==> src/rtl/ss_pkg.sv <==
// Shared types and helpers for the stochastic-symbol (SS) arithmetic blocks.
package ss_pkg;

    typedef enum logic [1:0] {
        StIdle,
        StRun,
        StDone
    } ss_state_e;

    // Symbol width after stochastic rounding of an IW-bit operand with an RW-bit random number.
    function automatic int unsigned ss_symbol_w(input int unsigned iw, input int unsigned rw);
        return iw - rw + 1;
    endfunction

endpackage

==> src/rtl/ss_generator_param.sv <==
// Combinational stochastic rounding: symbol = (operand + randnum) >> RW at IW+1 bits.
module ss_generator_param #(
    parameter int unsigned IW = 9,
    parameter int unsigned RW = 8,
    parameter int unsigned SW = IW - RW + 1
) (
    input  logic [IW-1:0] operand_i,
    input  logic [RW-1:0] randnum_i,
    output logic [SW-1:0] symbol_o
);

    logic [IW:0] sum;

    assign sum      = {1'b0, operand_i} + {{(IW + 1 - RW){1'b0}}, randnum_i};
    assign symbol_o = SW'(sum >> RW);

endmodule

==> src/rtl/ss_multiplication_seq.sv <==
// Sequential SS multiplier: accumulates seq_len stochastic symbol products per start/done frame.
module ss_multiplication_seq
    import ss_pkg::*;
#(
    parameter int unsigned IW    = 9,
    parameter int unsigned RW    = 8,
    parameter int unsigned LEN_W = 10,
    localparam int unsigned SW    = ss_symbol_w(IW, RW),
    localparam int unsigned ACC_W = 2 * SW + LEN_W
) (
    input  logic             clk_i,
    input  logic             rst_ni,
    input  logic             start_i,
    input  logic             abort_i,
    input  logic [LEN_W-1:0] seq_len_i,
    input  logic [IW-1:0]    x_input_i,
    input  logic [IW-1:0]    y_input_i,
    input  logic [RW-1:0]    x_randnum_i,
    input  logic [RW-1:0]    y_randnum_i,
    output logic             sample_en_o,
    output logic             busy_o,
    output logic [ACC_W-1:0] z_output_o,
    output logic             z_valid_o
);

    ss_state_e        state_q;
    logic [ACC_W-1:0] acc_q;
    logic [LEN_W-1:0] cnt_q;
    logic [ACC_W-1:0] z_q;
    logic             z_valid_q;

    logic [SW-1:0]    x_ss;
    logic [SW-1:0]    y_ss;
    logic [2*SW-1:0]  prod;

    ss_generator_param #(
        .IW (IW),
        .RW (RW),
        .SW (SW)
    ) u_gen_x (
        .operand_i (x_input_i),
        .randnum_i (x_randnum_i),
        .symbol_o  (x_ss)
    );

    ss_generator_param #(
        .IW (IW),
        .RW (RW),
        .SW (SW)
    ) u_gen_y (
        .operand_i (y_input_i),
        .randnum_i (y_randnum_i),
        .symbol_o  (y_ss)
    );

    // Max product is below 2^(2*SW), so seq_len products cannot overflow ACC_W.
    assign prod = {{SW{1'b0}}, x_ss} * {{SW{1'b0}}, y_ss};

    always_ff @(posedge clk_i or negedge rst_ni) begin
        if (!rst_ni) begin
            state_q   <= StIdle;
            acc_q     <= '0;
            cnt_q     <= '0;
            z_q       <= '0;
            z_valid_q <= 1'b0;
        end else begin
            z_valid_q <= 1'b0;
            if (abort_i) begin
                state_q <= StIdle;
                acc_q   <= '0;
                cnt_q   <= '0;
            end else begin
                case (state_q)
                    StIdle: begin
                        if (start_i) begin
                            acc_q <= '0;
                            if (seq_len_i != '0) begin
                                cnt_q   <= seq_len_i;
                                state_q <= StRun;
                            end else begin
                                state_q <= StDone;
                            end
                        end
                    end
                    StRun: begin
                        acc_q <= acc_q + ACC_W'(prod);
                        cnt_q <= cnt_q - LEN_W'(1);
                        if (cnt_q == LEN_W'(1)) begin
                            state_q <= StDone;
                        end
                    end
                    StDone: begin
                        z_q       <= acc_q;
                        z_valid_q <= 1'b1;
                        state_q   <= StIdle;
                    end
                    default: state_q <= StIdle;
                endcase
            end
        end
    end

    assign sample_en_o = (state_q == StRun);
    assign busy_o      = (state_q != StIdle);
    assign z_output_o  = z_q;
    assign z_valid_o   = z_valid_q;

endmodule

==> config.mk <==
export PLATFORM = sky130hd
export DESIGN_NAME = ss_multiplication_seq
export DESIGN_NICKNAME = d
export VERILOG_FILES = /design/src/rtl/ss_pkg.sv /design/src/rtl/ss_generator_param.sv /design/src/rtl/ss_multiplication_seq.sv
export SDC_FILE = /design/constraint.sdc
export NUM_CORES = 1
export LEC_CHECK = 0
export ABC_AREA = 1
export BUFFER_PORTS_ARGS = -buffer_cell sky130_fd_sc_hd__clkbuf_2
export CORE_ASPECT_RATIO = 1.25
export CORE_MARGIN = 2
export CORE_UTILIZATION = 36
export DETAILED_ROUTE_END_ITERATION = 8
export SLEW_MARGIN = 5
export SYNTH_ARGS = -nofsm -noshare
export SYNTH_HDL_FRONTEND = slang
export SYNTH_SLANG_ARGS = --single-unit
==> constraint.sdc <==
create_clock -name clk_i -period 2.4 [get_ports clk_i]
set_clock_uncertainty 0.05 [all_clocks]
set_input_delay 0.6 -clock clk_i [delete_from_list [all_inputs] [get_ports clk_i]]
set_output_delay 0.6 -clock clk_i [all_outputs]
set_load 0.05 [all_outputs]
==> flow_metrics.env, run 1 <==
export IMPL_status="finished with violations"
export IMPL_violations="setup timing"
export IMPL_fin_crit_sh_pct=125
export IMPL_hp_class="input pin to asynchronous set/reset pin"
export IMPL_cp_required_ns=2.57
export IMPL_tightest_slew_ns=0.417
export IMPL_routed_wl_met3_microns=255
export IMPL_r2r_cells=11
export IMPL_synth_area_sq_mm=0.00285
export IMPL_synth_edf_count=0
export IMPL_synth_top_family_by_area="simple AND/OR/NAND/NOR gates"
export IMPL_p_leak_nw=1.97
export IMPL_pre_cts_slack_ns=-0.942
export IMPL_n_antenna_cell=0
export IMPL_clock_sinks=41
export IMPL_p_per_area_mw_per_mm2=789
export IMPL_finalSetupViolations=12
export IMPL_avgSynthCellArea_sq_um=6.89
export IMPL_ys_seq_area_share_pct=36.1
export IMPL_place_area_sq_mm=0.00353
export IMPL_cts_tree="built"
export IMPL_drt_pre_antenna_iters=4
export IMPL_die_h_microns=103
export IMPL_initial_utilization_pct=36.7
export IMPL_cts_max_level=2
export IMPL_seq_area_sq_mm=0.00103
export IMPL_yosysUniqueCellTypes=29
export IMPL_syn_nets=484
export IMPL_drive_above_1_share_pct=31.2
export IMPL_grt_max_degree=24
export IMPL_relSlewSlack_pct=72.0
export IMPL_regToRegStartpoint="acc_q[1]$_DFFE_PN0P_"
export IMPL_grt_pass1_vias=2695
export IMPL_clock_latency_ns=0.29
export IMPL_cp_end_kind="flop"
export IMPL_synth_simple_area_share_pct=34.2
export IMPL_timing_rr_end="acc_q[9]$_DFFE_PN0P_"
export IMPL_gr_total_overflow=0
export IMPL_cts_hold_buffers=0
export IMPL_critPathCapture="acc_q[9]$_DFFE_PN0P_"
export IMPL_io_pins=65
export IMPL_synthMuxAreaShare_pct=0
export IMPL_met1_length_microns=2950
export IMPL_synth_xor_area_share_pct=0.308
export IMPL_synth_compound_area_share_pct=9.37
export IMPL_startpoint="x_input_i[7]"
export IMPL_start_kind="input pin"
export IMPL_portBuffers=64
export IMPL_antenna_found_initial=0
export IMPL_path_clk_slew_ns=0.08
export IMPL_whs_ns=0.141
export IMPL_wl_per_cell_microns=11.1
export IMPL_layout_setup_ws_ns=-0.607
export IMPL_yosysTopAreaCell="dfrtp_1"
export IMPL_root_buffer="clkbuf_8"
export IMPL_grt_use_total_pct=16.1
export IMPL_yosysMostFrequentCell="nand2_1"
export IMPL_drtIter0Drc=112
export IMPL_ys_flop_type="dfrtp_1"
export IMPL_drv_cap=0
export IMPL_dp_hpwl_microns=5230
export IMPL_max_freq_mhz=333
export IMPL_num_rows=36
export IMPL_core_area_sq_mm=0.00775
export IMPL_grt_pass1_wl_microns=11600
export IMPL_ant_nets=0
export IMPL_drt_wl_total_microns=6560
export IMPL_die_w_microns=83.5
export IMPL_drc=0
export IMPL_fin_nets=567
export IMPL_yosysWarnings=0
export IMPL_crit_type="input pin to flop"
export IMPL_viasPerCell=4.77
export IMPL_gp_congestion=0.845
export IMPL_r2r_slack_ns=0.21
export IMPL_synth_area_top_cells="dfrtp_1 36%, nand2_1 20%, ha_1 9.2%"
export IMPL_synth_top_area_share_pct=36.1
export IMPL_numCtsBuffers=5
export IMPL_top_layer="met4"
export IMPL_synthAdderAreaFrac_pct=10.6
export IMPL_vias=2826
export IMPL_crit_arrival_ns=3.17
export IMPL_netlist_top_cells_count="151 x nand2_1, 55 x inv_1, 48 x nor2_1, 41 x dfrtp_1, 21 x ha_1"
export IMPL_area_growth_pct=33.1
export IMPL_multi_input_area_sq_mm=0.00186
export IMPL_synth_seq_cells=41
export IMPL_cts_buffer_depth=2
export IMPL_finalInstanceArea_sq_mm=0.00379
export IMPL_netlist_instances=413
export IMPL_wl_met2_microns=3280
export IMPL_fillCellCount=784
export IMPL_cp_max_fo=5
export IMPL_min_period_ns=3.01
export IMPL_grt_setup_unrepaired="yes"
export IMPL_ir_drop_mv=0.484
export IMPL_final_max_slew_viol_count=0
export IMPL_die_area_sq_mm=0.00864
export IMPL_hold_viol=0
export IMPL_synthArstFlopShare_pct=100
[per-stage QoR]
stage | setup TNS (ns) | cells | util [%] | power, mW
2_1_floorplan | -5.02 | 413 | - | 2.17
3_3_place_gp | -8.91 | 582 | 45.6 | 2.53
3_5_place_dp | -9.25 | 582 | 45.6 | 2.55
4_1_cts | -4.78 | 591 | 47.4 | 3.00
5_1_grt | -7.93 | 592 | 48.9 | 3.27
6_report | -5.89 | 592 | 48.9 | 2.99
[cells by family after synthesis]
group,count (synthesis)
AO/OA/AOI/OAI,48
XOR/XNOR,1
buffers and inverters,64
AND/OR/NAND/NOR,236
adder cells (fa/ha/maj),23
flip-flops,41
[layout by cell type (no fill, tap or decap), drive strengths merged]
cell type  count
nor2          50
clkinv         2
ha            21
buf           18
inv           60
clkbuf        68
xnor2          1
nand3b         1
nand2        153
fa             2
o22ai          5
o31ai          1
o21ai         23
nor3           1
a21oi         18
nand4         10
dfrtp         41
nand3         20
nand2b         1
o211ai         1
[flip-flops by register name, summed over array words and instances, names as in the netlist]
signal and count:
state_q 2, acc_q 14, z_valid_o 1, z_output_o 14, cnt_q 10
[layer usage]
layer  up-vias  global-route usage, %
li1       1477                      -
met3         7                   2.86
met1      1294                   20.2
met5         -                      0
met4         0                   3.23
met2        48                   29.5
[where the power goes]
part	leakage (nW)	switching (mW)	total [mW]	internal [mW]
Combinational	1.37	1.10	1.56	0.461
Clock	0.0450	0.229	0.431	0.202
Sequential	0.552	0.123	1.00	0.878
Total	1.97	1.45	2.99	1.54
[worst min-delay path by stage]
| stage | start | end | cells past startpoint |
|---|---|---|---|
| floorplan | rst_ni | acc_q[0]$_DFFE_PN0P_ | 0 |
| global placement | z_output_o[6]$_DFFE_PN0P_ | z_output_o[6]$_DFFE_PN0P_ | 2 |
| detailed placement | z_output_o[6]$_DFFE_PN0P_ | z_output_o[6]$_DFFE_PN0P_ | 2 |
| CTS | rst_ni | acc_q[10]$_DFFE_PN0P_ | 1 |
| global route | rst_ni | cnt_q[1]$_DFFE_PN0P_ | 1 |
| finish | rst_ni | acc_q[12]$_DFFE_PN0P_ | 1 |
[repair_timing]
action | in CTS | in global routing
pin swaps | 16 | 22
setup endpoints to repair | 12 | 13
setup buffers | 1 | 1
endpoints found under the hold margin | 0 | 0
gates resized for setup | 12 | 28
[worst max-delay path, stage by stage]
cell and delay (ns):
clkbuf_2 0.10, ha_4 0.25, nand2_4 0.09, nor2_1 0.06
o21ai_2 0.15, nand2_2 0.08, nor2_4 0.13, nand3_2 0.10
fa_1 0.50, inv_2 0.05, ha_4 0.16, fa_2 0.39
nand2_2 0.09, a21oi_4 0.07, buf_4 0.15, nand3_1 0.06
nand4_1 0.08, o21ai_1 0.08
[layout make-up]
type,count,area share [%]
flip-flops and latches,41,27.1
clock buffers,6,1.92
repair buffers,80,12.3
clock inverters,2,0.264
multi-input cells,308,49.2
well taps,95,3.14
inverters,60,6.14
Note: power is estimated with default switching activity, not from simulation.
==> run 2, diff against run 1 <==
--- a/config.mk
+++ b/config.mk
@@ -8,10 +8,11 @@
 export ABC_AREA = 1
 export BUFFER_PORTS_ARGS = -buffer_cell sky130_fd_sc_hd__clkbuf_2
 export CORE_ASPECT_RATIO = 1.25
-export CORE_MARGIN = 2
 export CORE_UTILIZATION = 36
 export DETAILED_ROUTE_END_ITERATION = 8
+export RECOVER_POWER = 50
 export SLEW_MARGIN = 5
 export SYNTH_ARGS = -nofsm -noshare
 export SYNTH_HDL_FRONTEND = slang
+export SYNTH_HIERARCHICAL = 1
 export SYNTH_SLANG_ARGS = --single-unit
==> run 2 against run 1 <==
The run still ends with setup timing left. Maximum frequency increased by 0.89%. Non-clock buffer count is 10 lower. Synthesized cell count down 8.7%. Largest cell class unchanged.
==> flow_metrics.env, run 2 <==
export IMPL_synthMuxAreaShare_pct=0
export IMPL_violations="setup timing"
export IMPL_ir_drop_mv=0.520
export IMPL_grtUsageMet1_pct=20.9
export IMPL_yosysTopAreaCell="dfrtp_1"
export IMPL_ys_seq_area_share_pct=37.0
export IMPL_cp_max_fo=3
export IMPL_yosysWarnings=6
export IMPL_status="finished with violations"
export IMPL_die_w_microns=80.5
export IMPL_synth_xor_area_share_pct=0.948
export IMPL_num_rows=35
export IMPL_fin_nets=522
export IMPL_p_per_area_mw_per_mm2=759
export IMPL_max_freq_mhz=336
export IMPL_clock_sinks=41
export IMPL_io_pins=65
export IMPL_synth_seq_cells=41
export IMPL_drt_wl_total_microns=6390
export IMPL_slowest_delay_ns=0.51
export IMPL_dp_hpwl_microns=4760
export IMPL_yosysMostFrequentCell="nand2_1"
export IMPL_path_clk_slew_ns=0.08
export IMPL_yosysUniqueCellTypes=30
export IMPL_synthAdderAreaFrac_pct=10.9
export IMPL_grt_max_degree=42
export IMPL_tightest_slew_ns=1.04
export IMPL_ys_flop_type="dfrtp_1"
export IMPL_die_h_microns=100
export IMPL_viasPerCell=4.77
export IMPL_netlist_instances=377
export IMPL_grt_pass1_vias=2571
export IMPL_grt_setup_unrepaired="yes"
export IMPL_p_leak_nw=1.87
export IMPL_min_period_ns=2.98
export IMPL_start_kind="input pin"
export IMPL_synth_top_family_by_area="simple AND/OR/NAND/NOR gates"
export IMPL_fin_setup_tns_ns=-5.93
export IMPL_path_cells="buf_6 > ha_4 > or2_0 > nand2_1 > nand2_1 > nand2_2 > nand3_2 > nand2_2 > nand2_2 > fa_1 > inv_2 > ha_4 > fa_2 > nand2_2 > a21oi_2 > nand2_1 > nor2_2 > xor2_1 > nor2_1"
export IMPL_hp_class="flop to flop"
export IMPL_crit_type="input pin to flop"
export IMPL_initial_utilization_pct=37.5
export IMPL_cts_buffer_depth=2
export IMPL_gr_usage_met2_pct=31.0
export IMPL_ant_nets=0
export IMPL_cts_max_level=2
export IMPL_relSlewSlack_pct=30.7
export IMPL_wl_per_cell_microns=11.8
export IMPL_synth_simple_area_share_pct=32.8
export IMPL_grt_busiest_layer="met2"
export IMPL_synth_edf_count=0
export IMPL_synthArstFlopShare_pct=100
export IMPL_fin_crit_sh_pct=124
export IMPL_vias=2594
export IMPL_core_area_sq_mm=0.00740
export IMPL_avgSynthCellArea_sq_um=7.35
export IMPL_layout_common_cells="111 x nand2_1, 58 x clkbuf_2, 45 x inv_1"
export IMPL_drc=0
export IMPL_drv_cap=0
export IMPL_gr_usage_met3_pct=2.64
export IMPL_drt_pre_antenna_iters=4
export IMPL_grt_use_total_pct=17.3
export IMPL_area_growth_pct=30.9
export IMPL_root_buffer="clkbuf_8"
export IMPL_n_antenna_cell=0
export IMPL_die_area_sq_mm=0.00806
export IMPL_drive_above_1_share_pct=31.2
export IMPL_synth_compound_area_share_pct=9.93
export IMPL_layout_setup_ws_ns=-0.580
export IMPL_cpMostUsedCell="nand2_2"
export IMPL_fillCellCount=729
export IMPL_cp_slowest_cell="fa_1"
export IMPL_crit_arrival_ns=3.12
export IMPL_cp_end_kind="flop"
export IMPL_layout_commonest_cell="nand2_1"
export IMPL_portBuffers=64
export IMPL_synth_top_area_share_pct=37.0
export IMPL_numCtsBuffers=5
export IMPL_clock_latency_ns=0.30
export IMPL_syn_nets=448
export IMPL_hold_viol=0
export IMPL_antenna_found_initial=0
export IMPL_cp_required_ns=2.54
export IMPL_synth_area_top_cells="dfrtp_1 37%, nand2_1 17%, ha_1 9.5%"
export IMPL_netlist_top_cells_count="122 x nand2_1, 48 x inv_1, 41 x dfrtp_1, 41 x nor2_1, 24 x o21ai_0"
export IMPL_cts_hold_buffers=0
export IMPL_drtIter0Drc=75
export IMPL_gp_congestion=0.875
export IMPL_grt_pass1_wl_microns=11000
export IMPL_synth_area_sq_mm=0.00277
export IMPL_cts_tree="built"
export IMPL_pre_cts_slack_ns=-0.908
export IMPL_finalSetupViolations=12
export IMPL_gr_total_overflow=0
export IMPL_final_max_slew_viol_count=0
run 2: changes by cell type after synthesis, moves of 3 or more:
cell,delta
nand2_1,-29
buf_6,+3
o21ai_1,-7
or2_0,+3
inv_1,-7
buf_2,-3
a21oi_1,-3
o21ai_0,+13
nand4_1,-5
nor2_1,-7
nor2_4,+3
run 2: final timing paths:
path	to	startpoint	cells past startpoint	slack, ns
min in group asynchronous	z_output_o[2]$_DFFE_PN0P_	rst_ni	2	0.51
hold reg to reg	z_output_o[0]$_DFFE_PN0P_	z_output_o[0]$_DFFE_PN0P_	2	0.42
setup / recovery	acc_q[9]$_DFFE_PN0P_	y_randnum_i[3]	19	-0.58
hold / removal	z_output_o[0]$_DFFE_PN0P_	z_output_o[0]$_DFFE_PN0P_	2	0.42
setup reg to reg	acc_q[9]$_DFFE_PN0P_	acc_q[1]$_DFFE_PN0P_	11	0.22
max in group asynchronous	cnt_q[5]$_DFFE_PN0P_	rst_ni	2	1.15
run 2: area by class of cell:
class                   count  area (sq um)  area share, %
multi-input cells         282          1760           48.6
repair buffers             70           407           11.2
inverters                  51           199           5.48
flip-flops and latches     41          1030           28.3
well taps                  92           115           3.17
clock inverters             2          37.5           1.03
clock buffers               6          82.6           2.28
run 2: critical path, delay by kind of cell:
family / cells / cell delay, ns
fa+ha+maj: 4 / 1.24
compound gates: 1 / 0.07
simple gates: 11 / 0.90
buf+inv: 2 / 0.14
xor+xnor: 1 / 0.15
run 2: power by group:
group	total (mW)	internal (mW)	switching [mW]
clock network	0.594	0.338	0.255
logic	1.23	0.385	0.846
registers	0.931	0.821	0.110
total	2.76	1.54	1.21
run 2: what timing repair did:
| action | 4_1_cts | 5_1_grt |
|---|---|---|
| pin swaps | 12 | 26 |
| cloned | 0 | 0 |
| setup endpoints to repair | 12 | 13 |
| gates resized for setup | 16 | 31 |
| setup buffers | 1 | 2 |
run 2: cells by family (layout without fill, tap and decap cells):
kind of cell | count (synthesis) | after routing
AND/OR/NAND/NOR | 207 | 207
AO/OA/AOI/OAI | 49 | 49
buffers and inverters | 54 | 129
XOR/XNOR | 3 | 3
adder cells (fa/ha/maj) | 23 | 23
flip-flops | 41 | 41
run 2: per-layer routing:
layer,up-vias,share of wire (%)
met4,0,1.4
met2,45,52
met5,-,0
met1,1196,44
li1,1343,-
met3,10,2.8
run 2: metrics by stage:
| stage | std cells | hold WS [ns] | area [sq um] | power [mW] | util, % |
|---|---|---|---|---|---|
| floorplan | 377 | 0.254 | 2860 | 1.84 | - |
| global placement | 533 | 0.405 | 3280 | 2.11 | 44.3 |
| detailed placement | 533 | 0.410 | 3280 | 2.12 | 44.3 |
| CTS | 542 | 0.337 | 3480 | 2.75 | 47.0 |
| global route | 544 | 0.463 | 3630 | 2.99 | 49.0 |
| finish | 544 | 0.424 | 3630 | 2.76 | 49.0 |
